File: src/rtl/vend_pkg.sv
// Shared definitions for the vending sequencer: FSM state encoding, coin values
// and change denominations (all in cents, 8-bit so credit sums never wrap).
package vend_pkg;

   typedef enum logic [1:0] {
      ST_IDLE   = 2'd0,
      ST_VEND   = 2'd1,
      ST_CHANGE = 2'd2
   } state_e;

   localparam logic [7:0] COIN_QUARTER  = 8'd25;
   localparam logic [7:0] COIN_DIME     = 8'd10;
   localparam logic [7:0] COIN_NICKEL   = 8'd5;

   localparam logic [7:0] CHANGE_DIME   = 8'd10;
   localparam logic [7:0] CHANGE_NICKEL = 8'd5;

endpackage

File: src/rtl/coin_arbiter.sv
// Coin-sensor rising-edge detection with quarter > dime > nickel arbitration.
// Reports the value of the single winning coin and whether any other edge lost.
module coin_arbiter
   import vend_pkg::*;
(
   input  logic       clk,
   input  logic       reset,
   input  logic       quarter_i,
   input  logic       dime_i,
   input  logic       nickel_i,
   output logic [7:0] coin_val_o,
   output logic       lose_o
);

   logic [2:0] hist_q;
   logic [2:0] edge_w;

   always_ff @(posedge clk) begin
      if (!reset) hist_q <= '0;
      else        hist_q <= {quarter_i, dime_i, nickel_i};
   end

   assign edge_w = {quarter_i, dime_i, nickel_i} & ~hist_q;

   always_comb begin
      coin_val_o = '0;
      lose_o     = 1'b0;
      if (edge_w[2]) begin
         coin_val_o = COIN_QUARTER;
         lose_o     = |edge_w[1:0];
      end else if (edge_w[1]) begin
         coin_val_o = COIN_DIME;
         lose_o     = edge_w[0];
      end else if (edge_w[0]) begin
         coin_val_o = COIN_NICKEL;
      end
   end

endmodule

File: src/rtl/vend_sequencer.sv
// Vending sequencer: credit accumulation, product dispense with timeout, and
// change payout (dimes first, then nickels, one pulse every two cycles).
//
// state     | meaning
// ST_IDLE   | accept coins, wait for a qualifying select or coin_return
// ST_VEND   | Give* held until dispense_done or timeout
// ST_CHANGE | pay out remaining credit, then return to idle
module vend_sequencer
   import vend_pkg::*;
#(
   parameter int PRICE_SODA   = 50,
   parameter int PRICE_DIET   = 50,
   parameter int MAX_CREDIT   = 100,
   parameter int DISP_TIMEOUT = 255
) (
   input  logic       clk,
   input  logic       reset,
   input  logic       quarter,
   input  logic       dime,
   input  logic       nickel,
   input  logic       soda,
   input  logic       diet,
   input  logic       coin_return,
   input  logic       dispense_done,
   output logic       GiveSoda,
   output logic       GiveDiet,
   output logic       change_dime,
   output logic       change_nickel,
   output logic [6:0] credit,
   output logic       busy,
   output logic       coin_reject,
   output logic       fault
);

   localparam int         TW       = $clog2(DISP_TIMEOUT + 1);
   localparam logic [TW-1:0] TMR_LOAD = TW'(DISP_TIMEOUT - 1);
   localparam logic [7:0] PRICE_S8 = 8'(PRICE_SODA);
   localparam logic [7:0] PRICE_D8 = 8'(PRICE_DIET);
   localparam logic [7:0] MAX_C8   = 8'(MAX_CREDIT);

   logic [7:0]    coin_val;
   logic          coin_lose;
   logic          coin_ok;

   state_e        state_q, state_d;
   logic [7:0]    credit_q, credit_d;
   logic [TW-1:0] tmr_q, tmr_d;
   logic          diet_q, diet_d;
   logic          phase_q, phase_d;
   logic          rej_q, rej_d;
   logic          fault_q, fault_d;
   logic          cd_q, cd_d;
   logic          cn_q, cn_d;

   coin_arbiter u_coin_arbiter (
      .clk        (clk),
      .reset      (reset),
      .quarter_i  (quarter),
      .dime_i     (dime),
      .nickel_i   (nickel),
      .coin_val_o (coin_val),
      .lose_o     (coin_lose)
   );

   always_ff @(posedge clk) begin
      if (!reset) begin
         state_q  <= ST_IDLE;
         credit_q <= '0;
         tmr_q    <= '0;
         diet_q   <= 1'b0;
         phase_q  <= 1'b0;
         rej_q    <= 1'b0;
         fault_q  <= 1'b0;
         cd_q     <= 1'b0;
         cn_q     <= 1'b0;
      end else begin
         state_q  <= state_d;
         credit_q <= credit_d;
         tmr_q    <= tmr_d;
         diet_q   <= diet_d;
         phase_q  <= phase_d;
         rej_q    <= rej_d;
         fault_q  <= fault_d;
         cd_q     <= cd_d;
         cn_q     <= cn_d;
      end
   end

   always_comb begin
      state_d  = state_q;
      credit_d = credit_q;
      tmr_d    = tmr_q;
      diet_d   = diet_q;
      phase_d  = phase_q;
      fault_d  = 1'b0;
      cd_d     = 1'b0;
      cn_d     = 1'b0;

      // Coins only count in idle and only while they keep credit within the ceiling.
      coin_ok = (state_q == ST_IDLE) && (coin_val != 8'd0) &&
                ((credit_q + coin_val) <= MAX_C8);
      rej_d   = coin_lose || ((coin_val != 8'd0) && !coin_ok);

      case (state_q)
         ST_IDLE: begin
            if (coin_ok) credit_d = credit_q + coin_val;
            if (soda && (credit_q >= PRICE_S8)) begin
               state_d = ST_VEND;
               diet_d  = 1'b0;
               tmr_d   = TMR_LOAD;
            end else if (diet && (credit_q >= PRICE_D8)) begin
               state_d = ST_VEND;
               diet_d  = 1'b1;
               tmr_d   = TMR_LOAD;
            end else if (coin_return && (credit_q != 8'd0)) begin
               state_d = ST_CHANGE;
               phase_d = 1'b0;
            end
         end
         ST_VEND: begin
            if (dispense_done) begin
               credit_d = credit_q - (diet_q ? PRICE_D8 : PRICE_S8);
               state_d  = ST_CHANGE;
               phase_d  = 1'b0;
            end else if (tmr_q == '0) begin
               fault_d = 1'b1;
               state_d = ST_CHANGE;
               phase_d = 1'b0;
            end else begin
               tmr_d = tmr_q - TW'(1);
            end
         end
         ST_CHANGE: begin
            if (credit_q == 8'd0) begin
               state_d = ST_IDLE;
            end else if (!phase_q) begin
               phase_d = 1'b1;
               if (credit_q >= CHANGE_DIME) begin
                  cd_d     = 1'b1;
                  credit_d = credit_q - CHANGE_DIME;
               end else begin
                  cn_d     = 1'b1;
                  credit_d = (credit_q >= CHANGE_NICKEL) ? credit_q - CHANGE_NICKEL : 8'd0;
               end
            end else begin
               phase_d = 1'b0;
            end
         end
         default: state_d = ST_IDLE;
      endcase
   end

   assign GiveSoda      = (state_q == ST_VEND) && !diet_q;
   assign GiveDiet      = (state_q == ST_VEND) && diet_q;
   assign busy          = (state_q != ST_IDLE);
   assign credit        = credit_q[6:0];
   assign change_dime   = cd_q;
   assign change_nickel = cn_q;
   assign coin_reject   = rej_q;
   assign fault         = fault_q;

endmodule

File: config.mk
export PLATFORM = sky130hd
export DESIGN_NAME = vend_sequencer
export DESIGN_NICKNAME = d
export VERILOG_FILES = /design/src/rtl/vend_pkg.sv /design/src/rtl/coin_arbiter.sv /design/src/rtl/vend_sequencer.sv
export SDC_FILE = /design/constraint.sdc
export NUM_CORES = 1
export LEC_CHECK = 0
export BUFFER_PORTS_ARGS = -buffer_cell sky130_fd_sc_hd__buf_2
export CAP_MARGIN = 25
export CORE_MARGIN = 3
export CORE_UTILIZATION = 49
export CTS_BUF_LIST = sky130_fd_sc_hd__clkbuf_8 sky130_fd_sc_hd__clkbuf_16
export DETAILED_ROUTE_END_ITERATION = 10
export PLACE_DENSITY = 0.66
export REMOVE_ABC_BUFFERS = 1
export SYNTH_ARGS = -nofsm -noshare
export SYNTH_HDL_FRONTEND = slang
export SYNTH_SLANG_ARGS = --single-unit
export TNS_END_PERCENT = 5
File: constraint.sdc
create_clock -name clk -period 3 [get_ports clk]
set_input_delay 0.15 -clock clk [delete_from_list [all_inputs] [get_ports clk]]
set_output_delay 0.15 -clock clk [all_outputs]
set_load 0.005 [all_outputs]
==> results.py <==
metrics = {
    "run_status": {
        "status": "finished, final reports clean",
    },
    "power": {
        "seq_power_share_pct": 23.9,
        "power_leakage_uw": 0.00104,
        "powerDensity_mw_per_mm2": 1050,
        "swShare_pct": 49.1,
        "irDropWorstVdd_v": 0.000525,
        "power.clock.fraction_pct": 8.3,
        "pwr-share-comb_pct": 67.8,
        "netSwitchingPower_uw": 1300,
        "intPower_uw": 1340,
    },
    "grt": {
        "use_met2_pct": 31.2,
        "grt_pass1_wl_um": 8900,
        "antenna_found_initial": 0,
        "grt_start_max_net_pins": 18,
        "grt_pass1_vias": 1831,
        "met3_usage_pct": 1.60,
        "grtUsageMet1_pct": 30.9,
        "busiest_layer": "met2",
        "grtUsageTotal_pct": 20.3,
        "overflow": 0,
    },
    "timing": {
        "slew_violations": 0,
        "fin_skew_ns": 0.00530,
        "fin_ws_ns": 0.175,
        "timing.final.crit_share_pct": 94.2,
        "slew_headroom_pct": 60.7,
        "worst_pin_slew_ns": 0.589,
        "tns_ns": 0,
        "whs_ns": 0.0770,
        "finalHoldViolations": 0,
        "setup_viol": 0,
        "fmax_ghz": 0.354,
        "min_period_ns": 2.82,
        "rsz0062_at_grt": "no",
    },
    "worst_setup_path": {
        "endpoint": "coin_reject",
        "rr_startpoint": "u_coin_arbiter.hist_q[0]",
        "r2r_end": "coin_reject",
        "cp_max_fo": 4,
        "crit_arrival_ns": 3.02,
        "critical_path.startpoint": "u_coin_arbiter.hist_q[0]",
        "end_kind": "flop",
        "required_ns": 3.19,
        "rr_worst_depth": 12,
        "crit_path_start_kind": "flop",
        "worstSetupPathType": "flop to flop",
        "rrSetupSlack_ns": 0.18,
    },
    "synth": {
        "netlist.area_leader.share_pct": 23.3,
        "syn_avg_cell_area_sq_um": 8.09,
        "synth_area_sq_mm": 0.00232,
        "synth_top_flop_cell": "dfxtp_1",
        "yosys.area.top_type": "dfxtp_1",
        "synth_seq_cells": 27,
        "synth_edf_count": 0,
        "synthCells": 287,
        "synth_cell_type_count": 68,
        "synthTopCellsByArea": "dfxtp_1 (23%), ha_1 (10%), a21oi_1 (5.0%)",
        "yosys_warnings": 0,
        "async_flop_share_pct": 0,
        "seq_area_frac_synth_pct": 23.3,
    },
    "drt": {
        "avgRoutedWirePerCell_um": 15.3,
        "via_count": 2106,
        "drt_iter0_markers": 180,
        "drc": 0,
        "antenna_left": 0,
        "finalWirelength_um": 5440,
        "viasPerCell": 5.93,
        "drt-pass1-iter-count": 4,
    },
    "clock_tree": {
        "cts.htree.levels": 1,
        "path_clk_slew_ns": 0.10,
        "hold_buffers": 0,
        "cts_tree": "yes",
        "cts_root_buf": "clkbuf_8",
        "worstSkewPairLatency_ns": 0.28,
        "cts_sinks": 27,
        "cts_buffers": 3,
        "clockBufferDepth": 2,
    },
    "placement": {
        "place_congestion": 0.841,
        "post-place-ws_ns": 0.156,
        "hpwl_um": 4110,
        "io_buffer_count": 22,
    },
    "job": {
        "maxCapViolCount": 0,
    },
    "die": {
        "die_height_um": 74.8,
        "io_pins": 23,
        "initial_core_util_pct": 51.9,
        "fp.dieW_um": 74.8,
        "dieArea_sq_mm": 0.00560,
        "rows": 24,
        "core_sq_mm": 0.00447,
    },
    "layout": {
        "final_common_cell": "dfxtp_1",
        "fill_cells": 455,
        "finalNetCount": 333,
        "diodes": 0,
        "postLayoutCoreUtil_pct": 56.2,
        "drive_above_1_share_pct": 18.8,
        "layout_common_cells": "dfxtp_1 (27), a21oi_1 (23), buf_2 (22)",
        "area_growth_pct": 8.41,
    },
    "worst_hold_path": {
        "hp-class": "input pin to flop",
    },
}
layout make-up:
class                      instances  area [sq um]  share of cell area, %
sequential                        27           541                   21.5
multi-input combinational        220          1600                   63.5
timing repair buffer              33           193                   7.66
inverter                          19          71.3                   2.83
clock inverter                     1          7.51                  0.298
tap                               52          65.1                   2.59
clock buffer                       3          41.3                   1.64
worst min-delay path by stage:
stage	start	endpoint	slack, ns	cells after the start
final	dispense_done	fault	0.08	2
after floorplan	dispense_done	fault	0.23	1
after detailed placement	quarter	u_coin_arbiter.hist_q[2]	0.37	2
after CTS	dispense_done	fault	0.07	2
after global routing	soda	diet_q	0.08	2
after global placement	quarter	u_coin_arbiter.hist_q[2]	0.37	2
critical path, cell delays in order (launching register included):
cell and delay [ns]:
dfxtp_1 0.31, nand2b_1 0.14, o21ai_1 0.13, ha_1 0.18
inv_1 0.05, fa_1 0.38, and2b_1 0.22, o211ai_1 0.10
a21boi_2 0.17, xnor2_1 0.12, o31a_1 0.39, maj3_2 0.33
a221oi_2 0.21
Yosys cell counts (2+ instances only):
master / n
a221oi_2: 2
nand3_1: 8
nor3b_1: 2
o221a_2: 2
a2bb2oi_1: 2
nand2b_1: 6
buf_2: 5
a31oi_1: 4
nor2b_1: 5
nand2_2: 2
a22oi_1: 2
a311oi_1: 3
a21oi_1: 23
a211oi_1: 2
dfxtp_1: 27
a221oi_1: 2
o21ai_1: 2
buf_4: 7
nor3_1: 8
clkbuf_1: 9
nor4_1: 3
xnor2_1: 9
and2_1: 5
ha_1: 19
xor2_1: 6
nand2_1: 21
o221ai_1: 3
or3_1: 2
o211ai_1: 7
nor2_1: 20
mux2i_1: 5
o21ai_0: 6
or4_1: 2
inv_1: 17
or2_2: 2
o31ai_1: 3
a21o_1: 3
per-stage QoR:
stage                     cells  total power, uW  area [sq um]
after floorplan             266             1940          2210
after global placement      348             2350          2440
after detailed placement    348             2350          2440
after CTS                   352             2590          2490
after global routing        355             2880          2520
final                       355             2640          2520
kinds of logic (layout without fill, tap and decap cells):
kind of cell	count (synthesis)	count (layout)	share of synthesized area, %
flops	27	27	23.3
xor+xnor	15	15	5.66
buf+inv	40	56	7.87
fa+ha+maj	21	21	11.6
mux	6	6	2.64
compound gates	83	83	27.3
simple gates	95	95	21.6
timing repair:
item / 4_1_cts / 5_1_grt
setup endpoints to repair: 0 / 4
gates resized for setup: 0 / 1
buffers inserted: 0 / 3
power groups by stage:
stage          Sequential [uW]  Combinational [uW]  Clock, uW
2_1_floorplan              637                1300          0
3_3_place_gp               636                1710          0
3_5_place_dp               637                1720          0
4_1_cts                    630                1730        227
5_1_grt                    653                1990        241
6_report                   631                1790        219
metal layers:
metal / share of wire, % / routed length (um) / vias to the layer above
met5: 0 / 0 / -
met4: 0.74 / 40 / 0
met3: 5.6 / 303 / 5
met2: 44 / 2390 / 64
met1: 50 / 2700 / 965
li1: - / - / 1072
flip-flops by register name, indices dropped and copies added (netlist names), 2 cells and up:
register,count
credit_q,8
state_q,2
tmr_q,8
u_coin_arbiter.hist_q,3
(Power assumes the default switching activity.)
